$ cat config.mk
export PLATFORM = sky130hd
export DESIGN_NAME = ext_int_controller
export DESIGN_NICKNAME = d
export VERILOG_FILES = /design/src/rtl/ext_int_controller.sv
export SDC_FILE = /design/constraint.sdc
export NUM_CORES = 1
export LEC_CHECK = 0
export ABC_AREA = 0
export CAP_MARGIN = 20
export CORE_MARGIN = 4
export CORE_UTILIZATION = 39
export DETAILED_ROUTE_END_ITERATION = 8
export PLACE_DENSITY_LB_ADDON = 0.05
export SLEW_MARGIN = 20
export SYNTH_ARGS = -nofsm -noshare
export SYNTH_HDL_FRONTEND = slang
export SYNTH_SLANG_ARGS = --single-unit
export TNS_END_PERCENT = 5
$ cat constraint.sdc
create_clock -name clk -period 3.25 [get_ports clk]
set_input_delay 0.65 -clock clk [delete_from_list [all_inputs] [get_ports clk]]
set_output_delay 0.65 -clock clk [all_outputs]
set_load 0.1 [all_outputs]
$ cat src/rtl/ext_int_controller.sv
// External interrupt controller: per-source pending/overrun capture, fixed-priority
// arbitration (bit 0 highest) and a single-level offer/service handshake with the CPU.
module ext_int_controller #(
  parameter int N_SOURCES = 4,
  parameter int ID_W      = $clog2(N_SOURCES)
) (
  input  logic                 clk,
  input  logic                 rst_n,
  input  logic [N_SOURCES-1:0] int_req,
  input  logic [N_SOURCES-1:0] int_mask,
  input  logic                 global_ie,
  output logic                 irq_valid,
  output logic [ID_W-1:0]      irq_id,
  input  logic                 irq_ack,
  input  logic                 irq_done,
  output logic                 in_service,
  output logic [N_SOURCES-1:0] pending,
  output logic [N_SOURCES-1:0] overrun,
  input  logic [N_SOURCES-1:0] overrun_clr
);

  // state   | meaning
  // IDLE    | no interrupt outstanding; arbitrate over enabled pending sources
  // OFFER   | irq_valid high, waiting for irq_ack; irq_id frozen
  // SERVICE | handler running, waiting for irq_done; no nesting
  typedef enum logic [1:0] {
    IDLE    = 2'd0,
    OFFER   = 2'd1,
    SERVICE = 2'd2
  } state_t;

  state_t                 state_q, state_d;
  logic [ID_W-1:0]        id_q, id_d;
  logic [N_SOURCES-1:0]   pending_q, pending_d;
  logic [N_SOURCES-1:0]   overrun_q, overrun_d;
  logic [N_SOURCES-1:0]   eligible;
  logic [N_SOURCES-1:0]   ack_clr;
  logic [ID_W-1:0]        pick_id;
  logic                   take_ack;

  assign eligible = pending_q & int_mask;
  assign take_ack = (state_q == OFFER) && irq_ack;
  assign ack_clr  = take_ack ? (N_SOURCES'(1) << id_q) : '0;

  // Scan from the top so the lowest index present wins.
  always_comb begin
    pick_id = '0;
    for (int i = N_SOURCES - 1; i >= 0; i--) begin
      if (eligible[i]) begin
        pick_id = ID_W'(i);
      end
    end
  end

  // A request arriving in the same cycle as its clear keeps the flag set.
  always_comb begin
    pending_d = (pending_q & ~ack_clr) | int_req;
    overrun_d = (overrun_q & ~overrun_clr) | (int_req & pending_q & ~ack_clr);
  end

  always_comb begin
    state_d = state_q;
    id_d    = id_q;
    unique case (state_q)
      IDLE: begin
        if (global_ie && (|eligible)) begin
          state_d = OFFER;
          id_d    = pick_id;
        end
      end
      OFFER: begin
        if (irq_ack) begin
          state_d = SERVICE;
        end
      end
      SERVICE: begin
        if (irq_done) begin
          state_d = IDLE;
        end
      end
      default: begin
        state_d = IDLE;
      end
    endcase
  end

  always_ff @(posedge clk) begin
    if (!rst_n) begin
      state_q   <= IDLE;
      id_q      <= '0;
      pending_q <= '0;
      overrun_q <= '0;
    end else begin
      state_q   <= state_d;
      id_q      <= id_d;
      pending_q <= pending_d;
      overrun_q <= overrun_d;
    end
  end

  assign irq_valid  = (state_q == OFFER);
  assign in_service = (state_q == SERVICE);
  assign irq_id     = id_q;
  assign pending    = pending_q;
  assign overrun    = overrun_q;

endmodule

After elaboration in Yosys (flattened, before gate mapping)
Cells that the tools add are included.
{"block": "totals", "in_bits": 17, "regBits": 12, "out_inout_bits": 12}
{"block": "classes", "shifts": 1, "eq_ne": 5, "mux": 9, "reduce_logical": 6, "bitwise_logic": 9}
{"op": "$and 4x4->4", "n": 5}
{"op": "$mux 2", "n": 7}
{"op": "$not 4->4", "n": 2}
{"op": "$or 4x4->4", "n": 2}
{"op": "$pmux 2 s3", "n": 1}
{"op": "$mux 4", "n": 1}
{"op": "$ne 2x2->1 const B", "n": 2}
{"op": "$reduce_or 4->1", "n": 1}
{"op": "$shl 1x2->4 const A", "n": 1}
{"op": "$reduce_and 3->1", "n": 1}
{"op": "$eq 2x1->1 const B", "n": 1}
{"op": "$eq 2x2->1 const B", "n": 1}
{"op": "$logic_and 1x1->1", "n": 2}
{"op": "$logic_not 2->1", "n": 1}
{"op": "$ne 2x1->1 const B", "n": 1}
{"op": "$reduce_and 2->1", "n": 1}

Longest topological paths before layout
Gate-level depths: netlist (run 1).
{"block": "logic_depth", "ltp_word": 6, "mapped_depth": 4, "ltp_nobuf": 4}

Worst setup path before layout (run 1)
No wires, ideal clock.
{"block": "synth_timing", "path_kind": "reg2out", "start": "register state_q[0]", "end": "output irq_valid", "path_stages_with_launch": 2, "setup_slack_ns": 0.848, "path_buffers": 0, "t_arrival_ns": 1.752, "path_cell_list": "dfxtp_1 > nor2b_1"}
{"block": "synth_between", "elab_chain_cells": 1}
{"element": "from (decl)", "line": "32", "text": "state_t state_q, state_d;"}
{"element": "from (signal assigned)", "line": "94", "text": "state_q <= state_d;"}
{"element": "$eq 2x1->1", "line": "101", "text": "assign irq_valid = (state_q == OFFER);"}
{"element": "to (decl)", "line": "12", "text": "output logic irq_valid,"}
No other way between the ends.

Final worst setup path (run 1)
Ends and elaborated chain as after synthesis.

==> results of run 1 <==
[Yosys cell counts (all sizes together), types with 2 or more instances]
cell type	count
nand3	2
nand4	2
o21a	3
nand2b	2
dfxtp	12
and3b	2
nor2b	4
nand2	8
a31o	2
a21oi	3
nand3b	2
[power groups by stage]
stage	registers [W]	clock network, W	logic [W]
after floorplan	0.000222	0	0.0000357
after global placement	0.000169	0	0.000128
final	0.000165	0.000116	0.000128
after CTS	0.000166	0.000118	0.000129
after global routing	0.000167	0.000126	0.000134
after detailed placement	0.000169	0	0.000128
[worst paths after layout]
kind                           startpoint                     to  slack (ps)  cells past startpoint
hold reg to reg     overrun[1]$_SDFF_PN0_  overrun[1]$_SDFF_PN0_         480                      2
setup / recovery  state_q[0]$_SDFFE_PN0P_              irq_valid        1430                      2
setup reg to reg  state_q[0]$_SDFFE_PN0P_  pending[0]$_SDFF_PN0_        2030                      4
hold / removal      overrun[1]$_SDFF_PN0_  overrun[1]$_SDFF_PN0_         480                      2
[per-stage QoR]
step                cell area (sq um)  util, %  hold WS (ps)  setup slack, ps  cells
floorplan                         537        -           593              848     57
global placement                  797     61.3           460             1280     98
detailed placement                797     61.3           470             1270     98
CTS                               833     64.0           482             1420    102
global route                      833     64.0           523             1350    102
finish                            833     64.0           478             1430    102
[registers in the layout, summed over array words and instances, names as in the netlist]
signal and flops:
irq_id 2, overrun 4, pending 4, state_q 2
[routing by layer]
| metal | GRT usage, % | vias up |
|---|---|---|
| li1 | - | 269 |
| met3 | 4.78 | 0 |
| met5 | 0 | - |
| met1 | 14.5 | 250 |
| met4 | 0 | 0 |
| met2 | 24.0 | 16 |
[cell families (layout without fill, tap and decap cells)]
kind of cell	after synthesis	in the layout	synth area share (%)
AOI/OAI and AO/OA	15	15	21.9
buffers and inverters	2	32	1.63
DFF	12	12	44.8
muxes	1	1	1.86
and+or+nand+nor	27	27	29.8
[placed cells by master, fill, tap and decap left out]
cell / n
clkbuf_4: 3
a21oi_1: 2
and3b_1: 2
mux2i_1: 1
a31oi_1: 1
nand3b_1: 2
o31a_1: 1
nand2_2: 1
and2b_1: 1
nand3_1: 2
a32o_1: 1
o21a_1: 3
or4_4: 1
a21oi_2: 1
and2_1: 1
nand4_1: 2
nor2_1: 1
dfxtp_1: 12
a22oi_1: 1
o211a_1: 1
nand2b_1: 2
nand2_1: 7
o21ai_0: 1
o221a_2: 1
or3_1: 1
a31o_2: 2
clkbuf_8: 1
buf_4: 12
nor2b_1: 4
clkdlybuf4s50_1: 16
[cell type report]
cell class	instances	area (sq um)	share of cell area (%)
clock buffers	4	36.3	4.35
well taps	15	18.8	2.25
multi-input cells	43	288	34.5
flip-flops and latches	12	240	28.8
repair buffers	28	250	30.0
[worst reg2reg max path: cells and delay by family (launching register included)]
kind	cells	cell delay (ps)
DFF	1	400
AOI/OAI and AO/OA	1	140
and+or+nand+nor	3	560
==> impl_metrics.yaml, run 1 <==
pwr:
  p_sw_w: 0.000143
  cellPowerDensity_nw_per_um2: 492
  seq_power_share_pct: 40.4
  clkPwrFrac_pct: 28.4
  comb_power_share_pct: 31.2
  switching_share_pct: 35.0
  leakagePower_nw: 0.366
  total_power_w: 0.000410
  p_int_w: 0.000266
  peakVddDrop_uv: 350
cells_and_area:
  synthToLayoutAreaGrowth_pct: 55.2
  nets: 105
  fill_cells: 126
  drive_gt1_share_pct: 25.3
  diodes: 0
routing:
  vias: 535
  routed_via_density: 5.25
  drt_iter0_drc: 3
  wl_met2_um: 655
  wirelength_mm: 1.24
  dr_wl_met3_um: 100
  postRouteAntennaNets: 0
  drt_first_pass_iters: 2
  topRoutingLayerUsed: "met3"
  drc: 0
  wl_per_cell_um: 12.2
  wl_met1_um: 486
sta:
  fin_crit_ps: 1820
  period_share_pct: 56.0
  setup-violations-final: 0
  clock_skew_ps: 6.55
  fmax_mhz: 550
  finalSetupTns_ps: 0
  tightest_slew_ps: 520
  maxSlewViolCount: 0
  hold_viol_final: 0
  rsz0062_at_grt: "no"
  relSlewSlack_pct: 65.2
worst_setup_path:
  crit_required_ps: 2600
  end_kind: "output pin"
  worstSetupPathType: "reg -> out"
  cp_slowest_stage_delay_ps: 400
  cp_max_fo: 5
  cp_data_arrival_time_ps: 1170
  cpLargestDelayFamily: "flip-flops"
  worst_path_max_delay_cell: "dfxtp_1"
  critical_path_buf_inv_count: 1
  path_cells: "nor2b_1 > buf_4"
  start_kind: "flop"
cts:
  htree_levels: 1
  hold_buffers: 0
  cts_max_path_buffers: 2
  clock_latency_ps: 270
  ctsResizeCount: 0
  cts_tree: "built"
  clk_pin_slew_ps: 80
  cts_root_buf: "clkbuf_4"
  cts_setup_buffers: 0
  clock_sinks: 12
  cts_inserted_buffers: 3
floorplan:
  io_pins: 29
  rows: 13
  coreArea_sq_um: 1300
  chipHeight_um: 45.1
  die_area_sq_um: 2030
  initial_core_util_pct: 41.3
  dieWidth_um: 45.1
yosys:
  yosys.area.top_type: "dfxtp_1"
  synth_cells: 57
  syn_avg_cell_area_sq_um: 9.42
  ys_types: 28
  ys.flop_type: "dfxtp_1"
  syn_area_sq_um: 537
  synth_edf_count: 0
  synthArstFlopShare_pct: 0
  synth_area_leaders: "dfxtp_1, nand2_1, nor2b_1"
  syn_nets: 74
  yosysWarningCount: 0
  synth_seq_area_share_pct: 44.8
  netlist.area_leader.share_pct: 44.8
  ys_ff_latch: 12
placed_design:
  gp_congestion: 0.696
  port_buffers: 28
  hpwl_mm: 1.04
global_route:
  grt_pass1_wl_mm: 1.94
  grt_pass1_vias: 477
  grt_max_degree: 18
  antenna_found_initial: 0
  overflow: 0
  track_usage_pct: 12.8
flow_run:
  drv_cap: 0
status:
  status: "finished clean"
min_path:
  hp-class: "reg -> reg"
Power figures use the tool's default switching activity.
==> inputs of run 2 (changes only) <==
Settings changed: CORE_UTILIZATION 39 to 33.
Clock period 3.25 ns to 1.6 ns, I/O delays scaled along.
==> run 2 against run 1 <==
Die area is 15% higher; sequential cell count stayed put; clock power is 66% higher; global-route usage is 0.23 points higher; critical path depth stayed put; clock skew is 3.8 ps lower; final cell count is 2.0% higher; sequential share of layout area is 4.4 points lower; cell area is 19% higher; clock-buffer cell count is 1 lower.
==> impl_metrics.yaml, run 2 (synthesis results as in run 1) <==
routing:
  postRouteAntennaNets: 0
  vias: 546
  drt_iter0_drc: 4
  wirelength_mm: 1.42
  drc: 0
  routed_via_density: 5.25
  wl_per_cell_um: 13.7
  drt_first_pass_iters: 3
sta:
  setup_ws_ps: 153
  hold_viol_final: 0
  tightest_slew_ps: 316
  finalSetupTns_ps: 0
  fmax_mhz: 691
  fin_worst_hold_slack_ps: 514
  rsz0062_at_grt: "no"
  fin_crit_ps: 1450
  maxSlewViolCount: 0
  setup-violations-final: 0
  period_share_pct: 90.4
  relSlewSlack_pct: 78.8
  clock_skew_ps: 2.76
pwr:
  cellPowerDensity_nw_per_um2: 858
  leakagePower_nw: 0.409
  total_power_w: 0.000849
  peakVddDrop_uv: 562
cells_and_area:
  fill_cells: 125
  diodes: 0
  multi_input_area_sq_um: 290
  nets: 107
  drive_gt1_share_pct: 28.4
  mostFrequentLayoutCells: "clkdlybuf4s50_1, buf_12, dfxtp_1, nand2_1"
  layout_commonest_cell: "clkdlybuf4s50_1"
  final_core_util_pct: 64.9
  seqCellArea_sq_um: 241
  synthToLayoutAreaGrowth_pct: 84.4
worst_setup_path:
  r2r_cells: 3
  r2r-start: "irq_id[1]$_SDFFE_PN0P_"
  worstSetupPathType: "reg -> out"
  path_cells: "and2b_1 > buf_12"
  end_kind: "output pin"
  worst_path_max_delay_cell: "dfxtp_1"
  rr_endpoint: "pending[0]$_SDFF_PN0_"
  crit_required_ps: 1280
  r2r_setup_slack_ps: 370
  cp_slowest_stage_delay_ps: 450
  start_kind: "flop"
  cp_data_arrival_time_ps: 1130
  cp_max_fo: 7
floorplan:
  rows: 14
  die_area_sq_um: 2340
  coreArea_sq_um: 1520
  dieWidth_um: 48.3
  initial_core_util_pct: 35.2
  chipHeight_um: 48.3
  io_pins: 29
cts:
  cts_max_path_buffers: 2
  cts_root_buf: "clkbuf_4"
  clock_sinks: 12
  clk_pin_slew_ps: 80
  ctsResizeCount: 0
  cts_inserted_buffers: 3
  hold_buffers: 0
  cts_setup_buffers: 0
  htree_levels: 1
  cts_tree: "built"
  clock_latency_ps: 280
global_route:
  grt_pass1_wl_mm: 2.41
  overflow: 0
  grt_pass1_vias: 537
  antenna_found_initial: 0
  grt_max_degree: 9
  track_usage_pct: 13.0
placed_design:
  gp_congestion: 0.699
  place_ws_ps: -54.5
  port_buffers: 28
  hpwl_mm: 1.16
flow_run:
  drv_cap: 0
min_path:
  min_path_cells: 2
  min_from: "irq_id[0]$_SDFFE_PN0P_"
  whs_endpoint: "irq_id[0]$_SDFFE_PN0P_"
  hp-class: "reg -> reg"
status:
  status: "finished clean"
-- run 2: per-stage QoR --
stage          instances  area [sq um]
2_1_floorplan         57           541
3_3_place_gp         101           967
3_5_place_dp         101           967
4_1_cts              104           990
5_1_grt              104           990
6_report             104           990
-- run 2: worst max-delay path by stage --
stage	from	endpoint	cells after the start
2_1_floorplan	pending[1]$_SDFF_PN0_	irq_id[0]$_SDFFE_PN0P_	3
3_3_place_gp	irq_ack	overrun[0]$_SDFF_PN0_	5
3_5_place_dp	irq_ack	overrun[0]$_SDFF_PN0_	5
4_1_cts	state_q[1]$_SDFFE_PN0P_	in_service	2
5_1_grt	state_q[0]$_SDFFE_PN0P_	irq_valid	2
6_report	state_q[1]$_SDFFE_PN0P_	in_service	2
-- run 2: where the power goes --
part | internal, W | switching, W
clock network | 0.0000873 | 0.000105
registers | 0.000317 | 0.0000277
logic | 0.000134 | 0.000178
total | 0.000539 | 0.000310
-- run 2: per-layer routing --
layer	global-route usage [%]	part of all wire (%)	up-vias
met5	0	0	-
met4	8.29	1.5	0
met3	2.45	7.3	2
met2	20.0	50	17
met1	16.4	41	255
li1	-	-	272
-- run 2: layout make-up --
type	instances	share of cell area, %
Timing Repair Buffer	30	42.0
Multi-Input combinational cell	43	29.3
Sequential cell	12	24.4
Clock buffer	3	2.28
Tap cell	16	2.02
-- run 2: worst max-delay path, delay by kind of cell (launching register included) --
| kind | cells | cell delay, ps |
|---|---|---|
| flip-flops | 1 | 450 |
| AND/OR/NAND/NOR | 1 | 220 |
| buffers and inverters | 1 | 190 |
